<file path="src/rtl/counter_pkg.sv">
// Shared constants and mode decode for the cascaded BCD counters.
// Pure definitions; no state, no latency, no flow control.
package counter_pkg;

   localparam int BCD_W = 4;

   localparam logic [BCD_W-1:0] MODE_MOD10 = 4'b1001;
   localparam logic [BCD_W-1:0] MODE_MOD6  = 4'b0101;
   localparam logic [BCD_W-1:0] MODE_MOD2  = 4'b0001;

   // Maps a per-digit mode code to the highest value that digit reaches before wrapping.
   function automatic logic [BCD_W-1:0] mode_to_max(
      input logic [BCD_W-1:0] mode,
      input logic [BCD_W-1:0] default_max
   );
      logic [BCD_W-1:0] m;
      case (mode)
         MODE_MOD10: m = 4'd9;
         MODE_MOD6:  m = 4'd5;
         MODE_MOD2:  m = 4'd1;
         default:    m = default_max;
      endcase
      return m;
   endfunction

endpackage

</file>
<file path="src/rtl/bcd_up_digit.sv">
// One BCD digit with clear/load/increment; Digit updates one edge after IncIn.
// No backpressure: an increment request is always taken; carry leaves combinationally.
module bcd_up_digit
   import counter_pkg::*;
(
   input  logic             Clk,
   input  logic             nReset,
   input  logic             Clear,
   input  logic             Load,
   input  logic [BCD_W-1:0] LoadDigit,
   input  logic             IncIn,
   input  logic [BCD_W-1:0] Max,
   output logic [BCD_W-1:0] Digit,
   output logic             AtMax,
   output logic             IncOut
);

   // ">=" rather than "==" so a digit parked above its max (mode change or raw load)
   // still wraps to 0 and carries instead of counting through 10..15.
   assign AtMax  = (Digit >= Max);
   assign IncOut = IncIn & AtMax;

   always_ff @(posedge Clk or negedge nReset) begin
      if (!nReset) begin
         Digit <= '0;
      end else if (Clear) begin
         Digit <= '0;
      end else if (Load) begin
         Digit <= LoadDigit;
      end else if (IncIn) begin
         Digit <= AtMax ? '0 : Digit + 4'd1;
      end
   end

endmodule

</file>
<file path="src/rtl/complex_up_counter_bcd.sv">
// Cascaded per-digit-modulus BCD up-counter; Count updates one edge after Enable, carries ripple within the cycle.
// No backpressure: Enable is sampled every edge; Terminal is same-cycle, Rollover is a registered one-cycle pulse.
module complex_up_counter_bcd
   import counter_pkg::*;
#(
   parameter int               NUM_DIGITS  = 3,
   parameter logic [BCD_W-1:0] DEFAULT_MAX = 4'd9
)(
   input  logic                        Clk,
   input  logic                        nReset,
   input  logic                        Enable,
   input  logic                        Clear,
   input  logic                        Load,
   input  logic [BCD_W*NUM_DIGITS-1:0] LoadValue,
   input  logic [BCD_W*NUM_DIGITS-1:0] Mode,
   output logic [BCD_W*NUM_DIGITS-1:0] Count,
   output logic                        Terminal,
   output logic                        Rollover
);

   logic [NUM_DIGITS:0]   inc;
   logic [NUM_DIGITS-1:0] at_max;

   assign inc[0] = Enable;

   for (genvar i = 0; i < NUM_DIGITS; i++) begin : g_digit
      logic [BCD_W-1:0] max_val;
      assign max_val = mode_to_max(Mode[i*BCD_W +: BCD_W], DEFAULT_MAX);

      bcd_up_digit u_digit (
         .Clk       (Clk),
         .nReset    (nReset),
         .Clear     (Clear),
         .Load      (Load),
         .LoadDigit (LoadValue[i*BCD_W +: BCD_W]),
         .IncIn     (inc[i]),
         .Max       (max_val),
         .Digit     (Count[i*BCD_W +: BCD_W]),
         .AtMax     (at_max[i]),
         .IncOut    (inc[i+1])
      );
   end

   // The carry out of the top digit already implies every digit is at max.
   assign Terminal = inc[NUM_DIGITS] & (&at_max);

   always_ff @(posedge Clk or negedge nReset) begin
      if (!nReset) begin
         Rollover <= 1'b0;
      end else begin
         Rollover <= Terminal & ~Clear & ~Load;
      end
   end

endmodule

</file>
<file path="config.mk">
export PLATFORM = sky130hd
export DESIGN_NAME = complex_up_counter_bcd
export DESIGN_NICKNAME = d
export VERILOG_FILES = /design/src/rtl/counter_pkg.sv /design/src/rtl/bcd_up_digit.sv /design/src/rtl/complex_up_counter_bcd.sv
export SDC_FILE = /design/constraint.sdc
export NUM_CORES = 1
export LEC_CHECK = 0
export ABC_AREA = 1
export ABC_CLOCK_PERIOD_IN_PS = 2500
export CORE_MARGIN = 1.5
export CORE_UTILIZATION = 47
export DETAILED_ROUTE_END_ITERATION = 7
export PLACE_DENSITY = 0.84
export SLEW_MARGIN = 15
export SYNTH_ARGS = -nofsm -noshare
export SYNTH_HDL_FRONTEND = slang
export SYNTH_SLANG_ARGS = --single-unit
</file>
<file path="constraint.sdc">
create_clock -name Clk -period 2.5 [get_ports Clk]
set_clock_uncertainty 0.1 [all_clocks]
set_input_delay 0.5 -clock Clk [delete_from_list [all_inputs] [get_ports Clk]]
set_output_delay 0.5 -clock Clk [all_outputs]
set_load 0.03 [all_outputs]
</file>
* Word level (Yosys, flattened, before mapping) *
Index checks and enable logic that the tools add are counted.

operators by class
  equal/unequal tests = 6
  multipliers = 0
  bitwise gates (word level) = 8
  reduce and logical (&&, ||, !) cells = 4
  magnitude comparators = 3
  shifts and indexed selects = 0
  div/mod/pow operators = 0
  muxes and demuxes = 15
  add/sub/neg operators = 3

operators with widths
  cell                   number
  $mux W4                12
  $pmux W4 S2            3
  $add A4 B1 Y4 const B  3
  $eq A4 B1 Y1 const B   3
  $eq A4 B3 Y1 const B   3
  $ge A4 B4 Y1           3
  $reduce_bool A3 Y1     3
  $and A1 B1 Y1          6
  $reduce_and A3 Y1      1
  $not A1 Y1             2

word-level totals
  flip-flop bits (word level) = 13
  latch bits = 0
  memories kept = 0
  word-level logic and storage cells = 43
  bits of input ports = 29
  memory bits (writable) = 0
  ROM bits = 0

* Logic depth before layout (Yosys ltp) *
  word-level depth = 9
  mapped depth = 12

* Modules after synthesis *
From an unflattened synthesis, not the netlist that was laid out.

unflattened totals
  cells, all modules = 222
  area total of the unflattened synthesis = 1381.3 um^2

by module, submodules not included
  module                  cells each  instances  area each (um^2)
  bcd_up_digit            65          3          416.6
  complex_up_counter_bcd  27          1          131.4

* Worst setup path after synthesis *
Ideal clock, no wire load.

  kind = input to output
  start = input port Mode[1]
  end = output port Terminal
  cell stages on the path = 9
  buffers on the path = 0
  required time = 1900 ps
  path slack = 85 ps
  data arrival time = 1815 ps
  cells stage by stage = nor3b_1 -> nand2_1 -> ha_1 -> nand2_1 -> inv_1 -> nand2_1 -> nand2_2 -> nand3_2 -> nor2_1

on the way
  word-level cells in the longest chain between the ends = 7
  elaborated cells between the ends (all ways) = 9
  classes of those cells = order compare: 1; eq/ne: 2; mux: 1; bitwise: 4; reduce/logical: 1

ends and longest elaborated chain
  item                                          line                          RTL
  start: declaration                            complex_up_counter_bcd.sv:15  input logic [BCD_W*NUM_DIGITS-1:0] Mode,
  $eq A4 B1 Y1 or $eq A4 B3 Y1 (tied branches)  counter_pkg.sv:17             case (mode)
  $pmux W4 S2 (*)                               counter_pkg.sv:17
  $ge A4 B4 Y1 (*)                              bcd_up_digit.sv:20            assign AtMax = (Digit >= Max);
  $and A1 B1 Y1 (3 in series)                   bcd_up_digit.sv:21            assign IncOut = IncIn & AtMax;
  $and A1 B1 Y1 (*)                             complex_up_counter_bcd.sv:45  assign Terminal = inc[NUM_DIGITS] & (&at_max);
  end: declaration                              complex_up_counter_bcd.sv:17  output logic Terminal,

Every way passes the cells marked *; elsewhere a longest branch is shown, timed or not.

* Worst setup path after layout *
  start = input port Mode[0]
  end = output port Terminal

The elaborated chain is that of the path after synthesis.

==> results.py <==
metrics = {
    "cells_and_area": {
        "drive_gt1_share_pct": 16.74,
        "n_antenna_cell": 0,
        "syn2layout_area_growth_pct": 54.49,
        "seq_area_sq_um": 325.3,
        "multi_input_area_sq_um": 805.8,
        "nets": 260,
        "nFillCells": 160,
        "finalInstanceArea_sq_um": 1767,
    },
    "pwr": {
        "switchingPower_mw": 0.2629,
        "p_int_mw": 0.4261,
        "powerDensity_nw_per_um2": 390.0,
        "sw_frac_of_total_pct": 38.16,
        "vdd_ir_drop_max_mv": 0.4127,
        "p_total_mw": 0.6890,
        "clockPowerShare_pct": 20.1,
        "leakage_nw": 0.8808,
        "combinationalPowerShare_pct": 42.3,
        "seq_power_share_pct": 37.6,
    },
    "global_routing": {
        "grt_pass1_vias": 1180,
        "met1_usage_pct": 22.14,
        "grt_pass1_wl_um": 4636,
        "antenna_found_initial": 0,
        "grt_use_met3_pct": 3.143,
        "grt_overflow": 0,
        "grtUsageTotal_pct": 22.87,
        "gr-usage-met2_pct": 48.54,
        "top_usage_layer": "met2",
        "grt_max_degree": 14,
    },
    "clock_tree": {
        "cts_root_buf": "clkbuf_4",
        "clock_latency_ps": 280,
        "htreeDepth": 1,
        "cts_buffers": 3,
        "cts_sinks": 13,
        "cts_hold_buf": 0,
        "cts_tree": "done",
        "path_clk_slew_ps": 100,
        "clockBufferDepth": 2,
    },
    "logic_synthesis": {
        "synth_cell_types": 22,
        "synthMuxAreaShare_pct": 0,
        "synth.area.top_cells": "dfrtp_1 28%, nand2_1 21%, ha_1 16%",
        "synthCells": 160,
        "synthSimpleGateAreaFrac_pct": 36.32,
        "synth_ff_type": "dfrtp_1",
        "synth_most_common_cell": "nand2_1",
        "yosys.area.top_type_share_pct": 28.45,
        "synth_compound_area_share_pct": 9.190,
        "synth_edf_count": 0,
        "syn_area_sq_um": 1144,
        "synth_common_cells": "65 x nand2_1, 19 x inv_1, 15 x ha_1",
        "synth-seq-area-share_pct": 28.45,
        "synth-adder-area-share_pct": 16.41,
        "synth_xor_area_share_pct": 2.298,
        "yosysWarnings": 0,
        "synth_top_area_cell": "dfrtp_1",
        "yosys_register_bits": 13,
        "synth_fp_nets": 204,
        "syn_area_per_cell_sq_um": 7.147,
        "async_flop_share_pct": 100.0,
        "synth_top_family_by_area": "simple AND/OR/NAND/NOR gates",
    },
    "outcome": {
        "status": "finished, final reports clean",
    },
    "worst_setup_path": {
        "end_kind": "output port",
        "reg2reg_setup_slack_ps": 470,
        "crit_arrival_ps": 1840,
        "crit_required_ps": 1900,
        "cp_max_fo": 2,
        "critPathKind": "in -> out",
        "startpoint_type": "primary input",
    },
    "detailed_routing": {
        "drc": 0,
        "drt_wl_total_um": 3111,
        "wl_per_cell_um": 12.80,
        "via_count": 1240,
        "first_pass_iters": 5,
        "drt_iter0_markers": 33,
        "viasPerCell": 5.103,
        "postRouteAntennaNets": 0,
    },
    "flow_run": {
        "cap_violations": 0,
    },
    "place": {
        "hpwl_um": 2300,
        "place_congestion": 0.7792,
        "place_area_sq_um": 1622,
        "io_buffer_count": 42,
    },
    "timing": {
        "hold_slack_ps": 479.5,
        "hold_violations": 0,
        "slew_headroom_pct": 57.00,
        "worst_pin_slew_ps": 642.9,
        "maxSlewViolCount": 0,
        "finalCritPeriodShare_pct": 97.77,
        "fin_crit_ps": 2444,
        "rsz0062_at_grt": "false",
        "setup_viol": 0,
        "fmax_ghz": 0.4091,
        "fin_setup_tns_ps": 0,
    },
    "floorplanning": {
        "ioPinCount": 43,
        "fp.dieH_um": 52.33,
        "die_area_sq_um": 2738,
        "fp.dieW_um": 52.33,
        "initial_utilization_pct": 50.72,
        "row_count": 17,
        "core-area_sq_um": 2255,
    },
    "hold_path": {
        "hp-class": "reg -> reg",
    },
}
cells by family (layout without fill, tap and decap cells):
| group | after synthesis | in the layout |
|---|---|---|
| AND/OR/NAND/NOR | 91 | 91 |
| flip-flops | 13 | 13 |
| XOR/XNOR | 3 | 3 |
| buffers and inverters | 22 | 77 |
| AO/OA/AOI/OAI | 16 | 16 |
| adder cells (fa/ha/maj) | 15 | 15 |
final cells by class:
cell class                 instances  area share, %
sequential                        13          18.41
inverter                          21          4.462
multi-input combinational        125          45.61
clock buffer                       4          1.487
tap                               28          1.983
timing repair buffer              52          28.05
worst max-delay path, stage by stage:
cell and delay, ps:
dlygate4sd2_1 230, nor3b_2 150, buf_4 130, ha_4 260
nand2_1 50, inv_1 70, nand2_2 60, nand2_2 80
nand3_4 80, nor2_4 100, buf_6 130
per-layer routing:
layer  routed length (um)  vias up
met5                    0        -
met2                 1770       43
met4                   14        0
met1                 1163      578
li1                     -      617
met3                  163        2
stage by stage:
stage	std cells	util [%]	setup slack, ps
floorplan	160	-	84.97
global placement	233	71.92	-268.5
detailed placement	233	71.92	-340.4
CTS	242	76.36	11.05
global route	243	78.36	4.347
finish	243	78.36	55.69
path summary, 6_finish.rpt:
path | start | to | cells after the start
max reg2reg | g_digit[0].u_digit.Digit[2]$_DFFE_PN0P_ | g_digit[2].u_digit.Digit[0]$_DFFE_PN0P_ | 13
max in group asynchronous | nReset | g_digit[0].u_digit.Digit[0]$_DFFE_PN0P_ | 1
min reg2reg | g_digit[2].u_digit.Digit[3]$_DFFE_PN0P_ | g_digit[2].u_digit.Digit[3]$_DFFE_PN0P_ | 2
max | Mode[0] | Terminal | 11
min | g_digit[2].u_digit.Digit[3]$_DFFE_PN0P_ | g_digit[2].u_digit.Digit[3]$_DFFE_PN0P_ | 2
min in group asynchronous | nReset | g_digit[0].u_digit.Digit[2]$_DFFE_PN0P_ | 1
layout by cell type, fill, tap and decap left out, drive strengths merged:
cell / instances
o21ai: 8
buf: 11
clkbuf: 4
nor3b: 3
a21oi: 4
and2: 1
nand2: 67
nor2: 5
dfrtp: 13
o21bai: 4
dlymetal6s2s: 1
clkdlybuf4s15: 6
dlygate4sd2: 3
nor3: 1
xnor2: 3
inv: 21
nand3: 9
nand4: 5
ha: 15
clkdlybuf4s50: 31
power groups by stage:
| stage | Combinational, mW | Clock [mW] | Sequential [mW] |
|---|---|---|---|
| after floorplan | 0.113 | 0 | 0.292 |
| after global placement | 0.257 | 0 | 0.261 |
| after detailed placement | 0.267 | 0 | 0.262 |
| after CTS | 0.281 | 0.140 | 0.258 |
| after global routing | 0.320 | 0.147 | 0.262 |
| final | 0.292 | 0.138 | 0.259 |
repair_timing:
item / in CTS / in global routing
gates resized for setup: 20 / 12
setup buffers: 5 / 1
hold endpoints to repair: 0 / 0
pin swaps: 13 / 11
endpoints found under the setup margin: 1 / 1
registers in the layout (all words and copies together) (netlist names):
name,flops
g_digit.u_digit.Digit,12
Rollover,1
Note: power is estimated with default switching activity, not from simulation.
